## src/rtl/ws_pkg.sv

```systemverilog
// ws_pkg: state encodings, timing defaults and helpers shared by the GRB transmitter and receiver
package ws_pkg;

  // Receiver line-decoder states
  typedef enum logic [1:0] {
    SWAITRST = 2'd0,
    SREADY   = 2'd1,
    SHIGH    = 2'd2,
    SLOW     = 2'd3
  } ws_state_e;

  // Default timing at 50 MHz
  localparam int HI_THRESH_DEF    = 30;
  localparam int MIN_HI_DEF       = 5;
  localparam int MAX_HI_DEF       = 75;
  localparam int RESET_CYCLES_DEF = 2500;

  localparam int CNT_W  = 12;
  localparam int WORD_W = 24;
  localparam int BIT_W  = 5;
  localparam int PIX_W  = 3;

  // Word counter that sticks at its maximum instead of wrapping
  function automatic logic [PIX_W-1:0] sat_inc(input logic [PIX_W-1:0] v);
    return (v == {PIX_W{1'b1}}) ? v : v + 1'b1;
  endfunction

endpackage

```

## src/rtl/ws_sync.sv

```systemverilog
// ws_sync: two-flop synchronizer for the serial line plus rise/fall detection
module ws_sync (
  input  logic clk,
  input  logic reset,
  input  logic din,
  output logic ds,
  output logic rise,
  output logic fall
);

  logic s1;
  logic ds_q;

  // Synchronizer chain followed by one delayed copy for edge detection
  always_ff @(posedge clk or negedge reset) begin
    if (!reset) begin
      s1   <= 1'b0;
      ds   <= 1'b0;
      ds_q <= 1'b0;
    end else begin
      s1   <= din;
      ds   <= s1;
      ds_q <= ds;
    end
  end

  assign rise = ds & ~ds_q;
  assign fall = ~ds & ds_q;

endmodule

```

## src/rtl/grb_receiver.sv

```systemverilog
// grb_receiver: decodes a single-wire GRB pulse-width stream into 24-bit words with frame framing
module grb_receiver
  import ws_pkg::*;
#(
  parameter int HI_THRESH    = HI_THRESH_DEF,
  parameter int MIN_HI       = MIN_HI_DEF,
  parameter int MAX_HI       = MAX_HI_DEF,
  parameter int RESET_CYCLES = RESET_CYCLES_DEF
) (
  input  logic              clk,
  input  logic              reset,
  input  logic              din,
  output logic [WORD_W-1:0] grb,
  output logic              grbValid,
  output logic [PIX_W-1:0]  pixIdx,
  output logic              frameDone,
  output logic              err
);

  localparam logic [CNT_W-1:0] HI_C  = CNT_W'(HI_THRESH);
  localparam logic [CNT_W-1:0] MIN_C = CNT_W'(MIN_HI);
  localparam logic [CNT_W-1:0] MAX_C = CNT_W'(MAX_HI);
  localparam logic [CNT_W-1:0] RST_C = CNT_W'(RESET_CYCLES);

  logic ds;
  logic rise;
  logic fall;

  ws_state_e          state, state_n;
  logic [CNT_W-1:0]   cnt, cnt_n, inc;
  logic [WORD_W-1:0]  sh, sh_n, grb_n;
  logic [BIT_W-1:0]   bit_cnt, bit_n;
  logic [PIX_W-1:0]   wcnt, wc_n, pix_n;
  logic               valid_n, fd_n, err_n;
  logic               bit_v;
  logic               drop;

  ws_sync u_sync (
    .clk  (clk),
    .reset(reset),
    .din  (din),
    .ds   (ds),
    .rise (rise),
    .fall (fall)
  );

  // inc is the high-pulse length at a falling edge; a pulse still high
  // has reached inc+1 cycles
  always_comb begin
    inc     = cnt + 1'b1;
    bit_v   = inc >= HI_C;
    state_n = state;
    cnt_n   = inc;
    sh_n    = sh;
    bit_n   = bit_cnt;
    wc_n    = wcnt;
    grb_n   = grb;
    pix_n   = pixIdx;
    valid_n = 1'b0;
    fd_n    = 1'b0;
    err_n   = 1'b0;
    drop    = 1'b0;
    case (state)
      SWAITRST: begin
        if (ds) cnt_n = '0;
        else if (inc == RST_C) state_n = SREADY;
      end
      SREADY: begin
        cnt_n = '0;
        if (rise) state_n = SHIGH;
      end
      SHIGH: begin
        if (fall) begin
          if (inc < MIN_C) begin
            err_n   = 1'b1;
            drop    = 1'b1;
            state_n = SWAITRST;
          end else begin
            state_n = SLOW;
            sh_n    = {sh[WORD_W-2:0], bit_v};
            if (bit_cnt == BIT_W'(WORD_W - 1)) begin
              grb_n   = {sh[WORD_W-2:0], bit_v};
              valid_n = 1'b1;
              bit_n   = '0;
              pix_n   = wcnt;
              wc_n    = sat_inc(wcnt);
            end else begin
              bit_n = bit_cnt + 1'b1;
            end
          end
        end else if (inc + 1'b1 == MAX_C) begin
          err_n   = 1'b1;
          drop    = 1'b1;
          state_n = SWAITRST;
        end
      end
      SLOW: begin
        if (rise) begin
          state_n = SHIGH;
        end else if (inc == RST_C) begin
          state_n = SREADY;
          fd_n    = (bit_cnt == '0) && (wcnt != '0);
          err_n   = bit_cnt != '0;
          drop    = 1'b1;
        end
      end
      default: state_n = SWAITRST;
    endcase
    if (drop) begin
      sh_n  = '0;
      bit_n = '0;
      wc_n  = '0;
    end
    if (state_n != state) cnt_n = '0;
  end

  // State, counters, shift register and registered outputs
  always_ff @(posedge clk or negedge reset) begin
    if (!reset) begin
      state     <= SWAITRST;
      cnt       <= '0;
      sh        <= '0;
      bit_cnt   <= '0;
      wcnt      <= '0;
      grb       <= '0;
      pixIdx    <= '0;
      grbValid  <= 1'b0;
      frameDone <= 1'b0;
      err       <= 1'b0;
    end else begin
      state     <= state_n;
      cnt       <= cnt_n;
      sh        <= sh_n;
      bit_cnt   <= bit_n;
      wcnt      <= wc_n;
      grb       <= grb_n;
      pixIdx    <= pix_n;
      grbValid  <= valid_n;
      frameDone <= fd_n;
      err       <= err_n;
    end
  end

endmodule

```

## config.mk

```make
export PLATFORM = sky130hd
export DESIGN_NAME = grb_receiver
export DESIGN_NICKNAME = d
export VERILOG_FILES = /design/src/rtl/ws_pkg.sv /design/src/rtl/ws_sync.sv /design/src/rtl/grb_receiver.sv
export SDC_FILE = /design/constraint.sdc
export NUM_CORES = 1
export LEC_CHECK = 0
export CAP_MARGIN = 25
export CELL_PAD_IN_SITES_DETAIL_PLACEMENT = 2
export CELL_PAD_IN_SITES_GLOBAL_PLACEMENT = 2
export CORE_ASPECT_RATIO = 0.5
export CORE_MARGIN = 2
export CORE_UTILIZATION = 40
export DETAILED_ROUTE_END_ITERATION = 8
export PLACE_DENSITY_LB_ADDON = 0.1
export SYNTH_ARGS = -nofsm -noshare
export SYNTH_HDL_FRONTEND = slang
export SYNTH_SLANG_ARGS = --single-unit
```

## constraint.sdc

```tcl
create_clock -name clk -period 4 [get_ports clk]
set_input_delay 0.8 -clock clk [delete_from_list [all_inputs] [get_ports clk]]
set_output_delay 0.8 -clock clk [all_outputs]
set_load 0.03 [all_outputs]
```

Word-level counts from Yosys, hierarchy flattened
Index checks and enable logic that the tools add are counted.
{"block": "word_totals", "latchBits": 0, "input_bits": 3, "mem_bits_ro": 0, "output_inout_bits": 30, "register_bits": 78, "mem_count": 0, "ramBits": 0}
{"block": "classes", "n_div": 0, "addsub": 4, "muxes": 42, "multipliers": 0, "n_bitwise": 5, "n_reduce_logical": 11, "order_cmp": 2, "shifts": 0, "eq_ne": 10}
{"operator": "2-to-1 mux 23 bit", "n": 4}
{"operator": "2-to-1 mux 5 bit", "n": 5}
{"operator": "adder 12 x 1 -> 12 bit (second input constant)", "n": 2}
{"operator": "2-to-1 mux 12 bit", "n": 2}
{"operator": "one-hot mux 12 bit (2 select lines)", "n": 1}
{"operator": "2-to-1 mux 3 bit", "n": 6}
{"operator": "2-to-1 mux 1 bit", "n": 14}
{"operator": "2-to-1 mux 2 bit", "n": 7}
{"operator": "== test 12 bit (second input constant)", "n": 1}
{"operator": "== test 12 x 7 -> 1 bit (second input constant)", "n": 1}
{"operator": "greater-or-equal comparator 12 x 5 -> 1 bit (second input constant)", "n": 1}
{"operator": "less-than comparator 12 x 3 -> 1 bit (second input constant)", "n": 1}
{"operator": "one-hot mux 2 bit (4 select lines)", "n": 1}
{"operator": "nonzero test 2 bit", "n": 3}
{"operator": "adder 5 x 1 -> 5 bit (second input constant)", "n": 1}
{"operator": "== test 5 bit (second input constant)", "n": 1}
{"operator": "logical NOT 5 bit", "n": 1}
{"operator": "AND reduction 5 bit", "n": 1}
{"operator": "nonzero test 5 bit", "n": 1}
{"operator": "== test 2 bit (second input constant)", "n": 2}
{"operator": "!= test 2 bit (second input constant)", "n": 2}
{"operator": "one-hot mux 1 bit (2 select lines)", "n": 2}
{"operator": "AND reduction 4 bit", "n": 1}
{"operator": "adder 3 x 1 -> 3 bit (second input constant)", "n": 1}
{"operator": "other kinds (9)", "n": 12}

Depth between registers and ports, before layout
{"block": "logic_depth", "depth_word": 8, "mapped_depth": 11}

Hierarchy
From an unflattened synthesis, not the netlist that was laid out.
{"block": "unflattened", "cells_unflattened": 344, "hier_area_um2": 3915.0}
{"mod": "grb_receiver", "seq_area_each_um2": 1876.8, "cells_per_inst": 339, "instances": 1, "area_per_inst_um2": 3824.9}
{"mod": "ws_sync", "seq_area_each_um2": 75.1, "cells_per_inst": 5, "instances": 1, "area_per_inst_um2": 90.1}

Worst setup path before layout
Ideal clock, no wire load.
{"block": "synth_path", "path_type": "register to register", "from": "register cnt[0]", "to": "register grb[10]", "setup_time_ns": 0.128, "path_slack_ns": 1.438, "stages_incl_launch_ff": 9, "t_required_ns": 3.872, "path_buffers": 1, "t_arrival_ns": 2.434, "synth_period_minus_slack_ns": 2.562, "cell_sequence": "dfrtp_1 -> ha_1 -> nand4_2 -> o21a_1 -> a211oi_1 -> o41ai_4 -> nor2_4 -> buf_2 -> mux2_1"}
{"block": "synth_between", "elab_chain_cells": 4}
{"item": "from (decl)", "line": "grb_receiver.sv:30", "text": "logic [CNT_W-1:0] cnt, cnt_n, inc;"}
{"item": "from (signal assigned)", "line": "grb_receiver.sv:132", "text": "cnt <= cnt_n;"}
{"item": "adder 12 x 1 -> 12 bit", "line": "grb_receiver.sv:50", "text": "inc = cnt + 1'b1;"}
{"item": "less-than comparator 12 x 3 -> 1 bit", "line": "grb_receiver.sv:74", "text": "if (inc < MIN_C) begin"}
{"item": "NOT 1 bit (no source line)"}
{"item": "AND reduction 4 bit (no source line)"}
{"item": "to (signal assigned)", "line": "grb_receiver.sv:136", "text": "grb <= grb_n;"}
{"item": "to (decl)", "line": "grb_receiver.sv:13", "text": "output logic [WORD_W-1:0] grb,"}
No other way between the ends.
A chain may end at the register's enable or synchronous reset.

Worst setup path after layout
{"block": "layout_path", "from": "register cnt[0]", "to": "register pixIdx[0]"}
{"block": "layout_between", "elab_chain_cells": 4}
{"item": "adder 12 x 1 -> 12 bit", "line": "grb_receiver.sv:50"}
{"item": "less-than comparator 12 x 3 -> 1 bit", "line": "grb_receiver.sv:74"}
{"item": "NOT 1 bit (no source line)"}
{"item": "AND reduction 4 bit (no source line)"}
{"item": "to (signal assigned)", "line": "grb_receiver.sv:137", "text": "pixIdx <= pix_n;"}
{"item": "to (decl)", "line": "grb_receiver.sv:15", "text": "output logic [PIX_W-1:0] pixIdx,"}
No other way between the ends.

==> results by group <==
Pwr
  – Sw power: 0.000373 W
  – Final Power: 0.00167 W
  – PwrDens: 356 mW/mm2
  – Seq pwr share: 48.2%
  – Peak VDD IR: 0.000232 V
  – Comb pwr share: 3.6%
  – Leak: 2.28 nW
  – Sw frac: 22.3%
  – Clock share of power: 48.2%
  – Total internal power: 0.00130 W

Logic synthesis
  – Synth async-reset ratio: 100%
  – Cell taking the most area after synthesis: dfrtp_1
  – Top-count cell post-synth: dfrtp_1
  – Top_reg_cell synth: dfrtp_1
  – List of most frequent post-synthesis cells: dfrtp_1 (78), nor2_1 (50), mux2i_1 (27)
  – Share of the synthesized area in the top cell type: 49.3%
  – Top cells by area, synth: dfrtp_1 (49%), mux2i_1 (6.8%), mux2_1 (5.4%), nor2_1 (4.7%), ha_1 (3.2%)
  – Post-synth EDFFs: 0
  – Mapped Cells: 367
  – Netlist cell types: 54
  – Syn avg cell area: 10.8 um2
  – Post-synthesis sequential element count: 78
  – Synth Cell Area: 0.00396 mm2
  – Sequential area share after synthesis: 49.3%
  – Synth warn: 0
  – Syn nets: 380

STA
  – Slew margin rel.: 42.6%
  – Tcrit/Tclk final: 82.0%
  – Max Slew Vio Count: 0
  – RSZ-0062 raised after global routing: false
  – Setup TNS: 0 ns
  – Hold Vio Cnt, Final: 0
  – Tmin final: 3.28 ns
  – Final Setup Violations: 0
  – Max Freq: 0.305 GHz
  – Clk_skew: 0.00826 ns
  – Slew @ Worst Pin: 0.858 ns

Global routing
  – M1 GR Usage: 27.4%
  – First-pass GRT wire length: 17600 um
  – Largest net degree at the start of global routing: 79
  – Vias in the first global route: 3218
  – M2 GR Usage: 39.3%
  – GR Util met3: 4.89%
  – Most crowded layer after global routing: met2
  – GRT Total Usage: 21.8%
  – Initial antenna violation count: 0
  – GR Overflow Total: 0

Floorplan
  – I/O pins: 33
  – Core Region: 0.00954 mm2
  – Die Y: 74.4 um
  – Die W: 145 um
  – Die Area: 0.0108 mm2
  – Rows: 25
  – Initial Utilization: 41.5%

CTS
  – Reg clk slew, reported paths: 0.06 ns
  – Root buffer cell: clkbuf_16
  – CTS Hold Buffers Added: 0
  – Clk_lat worst skew: 0.33 ns
  – CTS tree: done
  – H-tree Lvls: 3
  – Post CTS Setup Buffer Count: 0
  – Num CTS Buffers: 9
  – CTS Sinks: 78
  – Post_cts resized: 0
  – Max Root-Sink Buffers: 2

Worst setup path
  – CP Launch Type: register
  – FF-to-FF End: pixIdx[0]
  – Worst reg2reg startpoint: cnt[0]
  – WP buf/inv: 0
  – Worst EP required: 4.21 ns
  – R2R setup slack: 0.72 ns
  – Crit-path leading delay family: simple AND/OR/NAND/NOR gates
  – Crit. End Element: register
  – Crit-path max cell delay: 0.71 ns
  – Arr. time, crit path: 3.49 ns
  – CP Class: register to register
  – Slowest CP cell: nor2_4
  – R2R cell count: 7
  – CP max FO: 28
  – Cell Chain, Critical Path: ha_1 > nand4_2 > o21a_1 > a211oi_1 > o41ai_4 > nor2_4 > mux2_2

Cells and area
  – # diodes: 0
  – Synthesis-to-layout area growth: 18.5%
  – Footprint of the multi-input gates: 0.00185 mm2
  – Layout Nets: 409
  – FF/Latch Area: 0.00195 mm2
  – Share of layout cells above drive strength 1: 9.98%
  – Post-Layout Cell Count: 536
  – Final-layout fill cell count: 961

Detailed routing
  – DR WL/cell: 19.9 um
  – Total wire length after detailed routing: 10700 um
  – TritonRoute pass-1 iters: 4
  – Iteration-0 DRC Markers: 137
  – Vias per std cell: 5.46
  – Detail Route Antenna Nets: 0
  – DRC: 0
  – Via count: 2926

Place
  – PortBufs: 32
  – Gpl congestion: 0.808
  – DP Wirelength: 7350 um
  – Post-Place Cells: 519

Worst hold path
  – Worst Hold Class: primary input to asynchronous set/reset pin

Status
  – Outcome: complete, no violations

Job
  – Max-cap violations: 0
[worst register-to-register path: cells and delay by family (launching register included)]
family / cells / cell delay [ns]
AOI/OAI and AO/OA: 3 / 0.92
adders and majority gates: 1 / 0.29
and+or+nand+nor: 2 / 0.92
muxes: 1 / 0.43
DFF: 1 / 0.61
[cells in the final DEF, fill, tap and decap left out, drive strengths merged, types with 4 or more instances in the layout]
cell	instances
and3	4
nand4	6
buf	6
o21ai	11
dfrtp	78
nor3	12
nand3	9
or3	4
xor2	4
a31oi	5
mux2i	27
clkdlybuf4s50	31
clkbuf	11
mux2	29
nand2b	4
inv	17
ha	10
a21oi	12
nand2	12
nor2	51
xnor2	8
a22oi	4
a211oi	4
[state kept, by name (all words and copies together) (netlist names)]
name         cells
bit_cnt          5
cnt             12
err              1
frameDone        1
grb             24
grbValid         1
pixIdx           3
sh              23
state            2
u_sync.ds        1
u_sync.ds_q      1
u_sync.s1        1
wcnt             3
[cells by family (layout without fill, tap and decap cells)]
kind of cell	after synthesis	in the layout	synth area share, %
simple gates	121	121	15.5
mux	56	56	15.1
buf+inv	35	69	4.23
flops	78	78	49.3
compound gates	54	54	9.86
xor+xnor	12	12	2.65
fa+ha+maj	11	11	3.41
[power groups by stage]
stage / Combinational [W] / Sequential (W) / Clock (W)
5_1_grt: 0.0000682 / 0.000805 / 0.000855
3_3_place_gp: 0.0000539 / 0.000817 / 0
4_1_cts: 0.0000589 / 0.000804 / 0.000823
3_5_place_dp: 0.0000585 / 0.000818 / 0
2_1_floorplan: 0.0000371 / 0.000810 / 0
6_report: 0.0000607 / 0.000804 / 0.000805
[layout make-up]
class                      instances  area share (%)
clock buffer                      11            4.96
multi-input combinational        254            39.3
clock inverter                     5            1.25
tap                              135            3.60
timing repair buffer              37            8.00
sequential                        78            41.6
inverter                          16            1.28
[worst max-delay path by stage]
stage | startpoint | to | slack (ns) | cells past startpoint
6_report | cnt[0] | pixIdx[0] | 0.72 | 7
5_1_grt | cnt[3] | grb[5] | 0.50 | 6
4_1_cts | cnt[0] | grb[5] | 0.65 | 7
3_5_place_dp | cnt[0] | pixIdx[0] | 0.68 | 7
3_3_place_gp | cnt[0] | grb[2] | 0.89 | 8
2_1_floorplan | cnt[0] | grb[10] | 1.44 | 8
[per-layer routing]
metal  wire (um)  share of wire [%]
met1        4790                 45
met5           0                  0
met4         101               0.95
met2        5490                 51
met3         280                2.6
[stage by stage]
stage / utilization [%] / worst slack (ns) / hold WS (ns) / area (um2)
after global placement: 45.9 / 0.891 / 0.334 / 4380
after floorplan: - / 1.44 / 0.331 / 3960
after detailed placement: 45.9 / 0.677 / 0.342 / 4380
final: 49.2 / 0.720 / 0.272 / 4690
after CTS: 48.9 / 0.655 / 0.355 / 4670
after global routing: 49.2 / 0.503 / 0.264 / 4690
Power figures use the tool's default switching activity.
